### src/rtl/usr_pkg.sv
// Shared definitions for the universal shift register: mode encoding and the
// per-bit next-value select used between the top level and its bit slices.
package usr_pkg;

  localparam int MODE_W = 3;

  localparam logic [MODE_W-1:0] MODE_HOLD = 3'b000;
  localparam logic [MODE_W-1:0] MODE_SHL  = 3'b001;
  localparam logic [MODE_W-1:0] MODE_SHR  = 3'b010;
  localparam logic [MODE_W-1:0] MODE_LOAD = 3'b011;
  localparam logic [MODE_W-1:0] MODE_ASR  = 3'b100;
  localparam logic [MODE_W-1:0] MODE_ROL  = 3'b101;
  localparam logic [MODE_W-1:0] MODE_ROR  = 3'b110;
  localparam logic [MODE_W-1:0] MODE_CLR  = 3'b111;

  // SEL_LO takes the value arriving from the lower-index side (shift left),
  // SEL_HI the value arriving from the higher-index side (shift right).
  typedef enum logic [2:0] {
    SEL_HOLD = 3'd0,
    SEL_LO   = 3'd1,
    SEL_HI   = 3'd2,
    SEL_LOAD = 3'd3,
    SEL_ZERO = 3'd4
  } sel_e;

endpackage

### src/rtl/usr_bit_slice.sv
// One storage bit of the universal shift register: next-value mux feeding a
// flip-flop with synchronous active-low reset.
module usr_bit_slice
  import usr_pkg::*;
(
  input  logic clk_i,
  input  logic rst_ni,
  input  sel_e sel_i,
  input  logic lo_i,
  input  logic hi_i,
  input  logic ld_i,
  output logic q_o
);

  logic q_q;
  logic q_d;

  always_comb begin
    q_d = q_q;
    case (sel_i)
      SEL_HOLD: q_d = q_q;
      SEL_LO:   q_d = lo_i;
      SEL_HI:   q_d = hi_i;
      SEL_LOAD: q_d = ld_i;
      SEL_ZERO: q_d = 1'b0;
      default:  q_d = q_q;
    endcase
  end

  always_ff @(posedge clk_i) begin
    if (!rst_ni) begin
      q_q <= 1'b0;
    end else begin
      q_q <= q_d;
    end
  end

  assign q_o = q_q;

endmodule

### src/rtl/usr_shift_reg.sv
// Universal shift register with shift counter and full-word Done pulse.
// Optional rotate modes (ROL/ROR) are built only when USR_ROTATE_EN is defined.
module usr_shift_reg
  import usr_pkg::*;
#(
  parameter  int WIDTH = 8,
  localparam int CNT_W = $clog2(WIDTH + 1)
) (
  input  logic              Clk,
  input  logic              Reset,
  input  logic              En,
  input  logic [MODE_W-1:0] Mode,
  input  logic [WIDTH-1:0]  D,
  input  logic              SinL,
  input  logic              SinR,
  output logic [WIDTH-1:0]  Q,
  output logic              SoutL,
  output logic              SoutR,
  output logic [CNT_W-1:0]  ShiftCnt,
  output logic              Full,
  output logic              Done
);

  localparam logic [CNT_W-1:0] CNT_MAX = CNT_W'(WIDTH);

  logic [WIDTH-1:0] q_q;
  logic [WIDTH-1:0] lo_in;
  logic [WIDTH-1:0] hi_in;
  logic             lo_fill;
  logic             hi_fill;
  sel_e             sel;
  logic             shift_op;
  logic             cnt_clr;
  logic [CNT_W-1:0] cnt_q;
  logic [CNT_W-1:0] cnt_d;
  logic             done_q;
  logic             done_d;

  // Decode the operation into one select shared by every slice plus the
  // values entering the two ends of the word.
  always_comb begin
    sel      = SEL_HOLD;
    shift_op = 1'b0;
    cnt_clr  = 1'b0;
    lo_fill  = SinL;
    hi_fill  = SinR;
    if (En) begin
      case (Mode)
        MODE_SHL: begin
          sel      = SEL_LO;
          shift_op = 1'b1;
        end
        MODE_SHR: begin
          sel      = SEL_HI;
          shift_op = 1'b1;
        end
        MODE_ASR: begin
          sel      = SEL_HI;
          hi_fill  = q_q[WIDTH-1];
          shift_op = 1'b1;
        end
        MODE_LOAD: begin
          sel     = SEL_LOAD;
          cnt_clr = 1'b1;
        end
        MODE_CLR: begin
          sel     = SEL_ZERO;
          cnt_clr = 1'b1;
        end
`ifdef USR_ROTATE_EN
        MODE_ROL: begin
          sel      = SEL_LO;
          lo_fill  = q_q[WIDTH-1];
          shift_op = 1'b1;
        end
        MODE_ROR: begin
          sel      = SEL_HI;
          hi_fill  = q_q[0];
          shift_op = 1'b1;
        end
`endif
        default: begin
          sel = SEL_HOLD;
        end
      endcase
    end
  end

  assign lo_in = {q_q[WIDTH-2:0], lo_fill};
  assign hi_in = {hi_fill, q_q[WIDTH-1:1]};

  for (genvar i = 0; i < WIDTH; i++) begin : g_slice
    usr_bit_slice u_slice (
      .clk_i  (Clk),
      .rst_ni (Reset),
      .sel_i  (sel),
      .lo_i   (lo_in[i]),
      .hi_i   (hi_in[i]),
      .ld_i   (D[i]),
      .q_o    (q_q[i])
    );
  end

  // Counter saturates at WIDTH; Done fires only on the WIDTH-1 -> WIDTH step.
  always_comb begin
    cnt_d  = cnt_q;
    done_d = 1'b0;
    if (cnt_clr) begin
      cnt_d = '0;
    end else if (shift_op && (cnt_q < CNT_MAX)) begin
      cnt_d  = cnt_q + CNT_W'(1);
      done_d = (cnt_q == CNT_MAX - CNT_W'(1));
    end
  end

  always_ff @(posedge Clk) begin
    if (!Reset) begin
      cnt_q  <= '0;
      done_q <= 1'b0;
    end else begin
      cnt_q  <= cnt_d;
      done_q <= done_d;
    end
  end

  assign Q        = q_q;
  assign SoutL    = q_q[WIDTH-1];
  assign SoutR    = q_q[0];
  assign ShiftCnt = cnt_q;
  assign Full     = (cnt_q == CNT_MAX);
  assign Done     = done_q;

endmodule

### config.mk
export PLATFORM = sky130hd
export DESIGN_NAME = usr_shift_reg
export DESIGN_NICKNAME = d
export VERILOG_FILES = /design/src/rtl/usr_pkg.sv /design/src/rtl/usr_bit_slice.sv /design/src/rtl/usr_shift_reg.sv
export SDC_FILE = /design/constraint.sdc
export NUM_CORES = 1
export LEC_CHECK = 0
export CAP_MARGIN = 20
export CORE_MARGIN = 2
export CORE_UTILIZATION = 43
export CTS_CLUSTER_SIZE = 40
export DETAILED_ROUTE_END_ITERATION = 12
export PLACE_DENSITY_LB_ADDON = 0.05
export SYNTH_ARGS = -nofsm -noshare
export SYNTH_HDL_FRONTEND = slang
export SYNTH_SLANG_ARGS = --single-unit
### constraint.sdc
create_clock -name Clk -period 1.4 [get_ports Clk]
set_clock_uncertainty 0.15 [all_clocks]
set_input_delay 0.14 -clock Clk [delete_from_list [all_inputs] [get_ports Clk]]
set_output_delay 0.14 -clock Clk [all_outputs]
set_load 0.005 [all_outputs]
; ---- Word level (Yosys, flattened, before mapping)
; Index checks and enable logic that the tools add are counted.
[totals]
regBits = 13
inputBits = 16
out_inout_bits = 16
word_cells = 50
[op_classes]
n_addsub = 1
order_cmp = 1
n_eq_ne = 12
mux = 16
n_bitwise = 2
reduce_logical = 8
[ops]
columns = op, count
row1 = 1-bit case mux with 4 select lines, 8
row2 = "3-bit by 2-bit equality test with 1-bit output, second input constant", 4
row3 = 3-bit case mux with 4 select lines, 1
row4 = "3-bit equality test, second input constant", 3
row5 = "3-bit by 1-bit equality test with 1-bit output, second input constant", 2
row6 = 1-bit two-way mux, 6
row7 = 2-bit OR reduction, 3
row8 = 3-bit OR reduction, 2
row9 = "4-bit by 1-bit adder with 4-bit output, second input constant", 1
row10 = "4-bit by 3-bit equality test with 1-bit output, second input constant", 1
row11 = "4-bit equality test, second input constant", 1
row12 = "4-bit < comparator, second input constant", 1
row13 = 4-bit nonzero test, 1
row14 = 3-bit two-way mux, 1
row15 = "3-bit inequality test, second input constant", 1
row16 = 1-bit inverter, 2
row17 = 2-bit AND reduction, 1
row18 = 1-bit logical AND, 1

; ---- Logic depth before layout (Yosys ltp)
[depth]
word_depth = 7
mapped_depth = 6

; ---- Cells and area by module
; A second synthesis with hierarchy kept.
[hier_totals]
hier_cells = 105
area_unflattened_um2 = 950.9
[modules_own_cells]
columns = module, n_inst, cells_per_inst, area_each_um2
row1 = usr_bit_slice, 8, 8, 72.6
row2 = usr_shift_reg, 1, 41, 370.4

; ---- Worst setup path after synthesis
; OpenSTA, ideal clock, no wires.
[synth_path]
kind = register to register
start = reg cnt_q[0] (netlist: ShiftCnt[0])
end = reg cnt_q[2] (netlist: ShiftCnt[2])
setup_ps = 115
t_arrival_ps = 973
setup_slack_ps = 162
path_stages_with_launch = 6
synth_period_minus_slack_ps = 1238
cell_sequence = dfxtp_1 > ha_1 > and3b_1 > o211ai_1 > xor2_1 > nor2_1
[synth_between]
elab_chain_cells = 2
elab_cells_between_ends = 3
classes_between = add/sub: 1 / order compare: 1 / reduce/logical: 1
[synth_rtl]
columns = item, line
row1 = "start, declared", usr_shift_reg.sv:34  ; logic [CNT_W-1:0] cnt_q;
row2 = "start signal, assigned", usr_shift_reg.sv:121  ; cnt_q <= cnt_d;
row3 = 4-bit < comparator, usr_shift_reg.sv:110  ; end else if (shift_op && (cnt_q < CNT_MAX)) begin
row4 = 1-bit logical AND, usr_shift_reg.sv:110
; Several ways; a longest one is shown, not always the timed one.
; A chain may end at the register's enable or synchronous reset.

; ---- Worst setup path in the final report
; Same ends and word-level chain as after synthesis.

==> flow_summary.toml <==
[final_layout]
area_delta_synth_final_pct = 61.87
num-nets-final = 171
num_antenna_cells = 0
drive_gt1_share_pct = 38.82
finish.cell_count_without_fillers = 179

[setup_path]
max_stage_delay_ns = 0.33
critical_path.startpoint_type = "flip-flop"
timing.rr.start = "ShiftCnt[0]"
timing.critical_path.arrival_ns = 1.43
launching_element_of_the_worst_setup_path = "ShiftCnt[0]"
crit_chain = "buf_4 > ha_4 > and3b_1 > o211ai_1 > xor2_1 > nor2_1"
cp-end-kind = "flip-flop"
slowest_cell_on_the_critical_path = "sky130_fd_sc_hd__dfxtp_2"
critical_path.max_fanout = 2
worstPathRequired_ns = 1.43
timing_worst_setup_path_type = "reg -> reg"
worstRegToRegCells = 6

[detailed_routing]
wl_per_cell_um = 13.13
drtAntennaViolNets = 0
firstDrtPassIters = 4
drt-initial-drc-count = 9
route.detailed.vias_per_inst = 5.140
route.detailed.drc = 0
via_count = 920
totalWireLength_um = 2351

[status]
violated_checks = "setup timing"
run_status = "finished with violations"

[placed_design]
port_buffers = 31
dp_worst_setup_slack_ns = -0.4696
detailedPlacementHpwl_um = 1636
place_congestion = 0.7736
dp.cells = 163

[grt]
grt_antenna_before_repair = 0
grt_pass1_wl_um = 3519
largest_net_degree_at_the_start_of_global_routing = 12
first_global_vias = 784
global_route.overflow_total = 0
grt_util_all_layers_pct = 22.67

[power_and_ir_drop]
worst_ir_drop_vdd_mv = 0.4789
power.density_cell_area_nw_per_um2 = 645.6
totalPowerFinal_w = 0.0008813
leakage_nw = 0.6377

[yosys]
cell_with_the_most_instances_after_synthesis = "sky130_fd_sc_hd__dfxtp_1"
yosys_register_bits = 13
synth_sequential_area_ratio_pct = 30.86
synth.distinct_cells = 31
synth_top_cells_by_area = "sky130_fd_sc_hd__dfxtp_1, sky130_fd_sc_hd__a32o_1, sky130_fd_sc_hd__buf_4"
synth_edf_count = 0
synth_top_area_share_pct = 30.86
synth_area_per_cell_um2 = 8.518
synth.net_count = 117
synth_warnings = 0
synth_area_um2 = 843.3
synthesis.instances = 99
synth_top_cells_by_count = "sky130_fd_sc_hd__dfxtp_1, sky130_fd_sc_hd__buf_4, sky130_fd_sc_hd__nand2_1"
synth_top_flop_cell = "sky130_fd_sc_hd__dfxtp_1"
async_flop_share_pct = 0
synth_largest_area_cell = "sky130_fd_sc_hd__dfxtp_1"

[cts]
clk_pin_slew_ns = 0.09
clock_tree.buffer_depth = 2
number_of_buffers_created_by_cts = 3
clock_latency_ns = 0.29
cts_tree = "yes"
number_of_h_tree_levels = 1
clock-root-buffer = "sky130_fd_sc_hd__clkbuf_4"
tritoncts_num_sinks = 13

[sta]
max-slew-margin-rel_pct = 77.66
setup_tns_ns = -0.0006981
slew_at_the_pin_closest_to_its_max_slew_limit_ns = 0.3347
highest_clock_rate_mhz = 713.9
worst_hold_slack_ns = 0.3148
final.period_utilization_pct = 100.0
final.min_clock_period_ns = 1.401
maxSlewViolCount = 0
final_setup_viols = 1
grt_setup_unrepaired = "yes"
postLayoutSetupSlackWorst_ns = -0.0006981
timing.final.hold_violations = 0

[floorplan]
start_util_pct = 44.34
design.die.area_um2 = 2331
floorplan.rows = 16
num_io_pins = 32
core_area_um2 = 1902
die_h_um = 48.29
die_w_um = 48.29

[worst_hold_path]
min-delay-path-class = "in -> reg"
worstHoldStart = "Mode[1]"
cell_depth_of_the_worst_min_delay_path = 5

[flow_run]
drv_cap = 0
## state kept, by name, indices dropped and copies added (netlist names)
register,flops
ShiftCnt,4
Done,1
g_slice.u_slice.q_o,8
## critical path, delay by kind of cell, from the launching register on
kind	cells	cell delay, ns
flip-flops	1	0.33
AND/OR/NAND/NOR	2	0.23
XOR/XNOR	1	0.18
buffers and inverters	1	0.14
adder cells (fa/ha/maj)	1	0.14
AO/OA/AOI/OAI	1	0.13
## layer usage
| metal | global-route usage (%) | routed length (um) | vias to the layer above |
|---|---|---|---|
| li1 | - | - | 463 |
| met1 | 26.58 | 1005 | 427 |
| met2 | 38.16 | 1183 | 25 |
| met3 | 6.667 | 117 | 5 |
| met4 | 9.730 | 44 | 0 |
| met5 | 0 | 0 | - |
## metrics by stage
stage               utilization (%)  cell area [um2]
global placement              65.53             1246
finish                        71.78             1365
detailed placement            65.53             1246
CTS                           72.11             1371
floorplan                         -            843.3
global route                  71.78             1365
## cell usage in the layout, fill, tap and decap left out, drive strengths merged, types with 2 or more instances in the layout
master         instances
clkbuf                 7
o21ai                  4
dfxtp                 13
nor2                   6
xor2                   3
o211ai                 3
ha                     2
a21oi                  4
a32o                   7
a21boi                 7
nand2                  9
inv                    4
clkdlybuf4s50         12
and3b                  2
a22oi                  7
dlygate4sd2           14
nand3                  2
buf                   33
## cell type report
type	instances	area, um2
inverters	4	15.01
flip-flops and latches	13	276.5
clock buffers	4	26.28
fillers	168	536.8
well taps	27	33.78
multi-input cells	68	498.0
repair buffers	63	515.5
## worst paths after layout
path	to	slack (ns)
min	g_slice[7].u_slice.q_o	0.31
min reg2reg	g_slice[4].u_slice.q_o	0.43
max reg2reg	ShiftCnt[2]	-0.0007
max	ShiftCnt[2]	-0.0007
## cell families (layout without fill, tap and decap cells)
group / after synthesis / in the layout / synth area share [%]
AND/OR/NAND/NOR: 26 / 26 / 16.17
XOR/XNOR: 4 / 4 / 5.046
buffers and inverters: 18 / 71 / 12.61
AO/OA/AOI/OAI: 35 / 35 / 31.16
multiplexers: 1 / 1 / 1.187
flip-flops: 13 / 13 / 30.86
adder cells (fa/ha/maj): 2 / 2 / 2.967
## power by group
part / total [W] / switching, W / internal [W]
logic: 0.000240 / 0.000104 / 0.000135
clock network: 0.000254 / 0.000143 / 0.000111
registers: 0.000388 / 0.00000537 / 0.000383
## timing repair
item,CTS,global route
pin swaps,3,3
setup endpoints to repair,29,7
hold endpoints to repair,0,0
resized for setup,37,9
hold buffers,0,0
setup buffers,11,1
No activity file was read; power rests on OpenSTA's default activity.
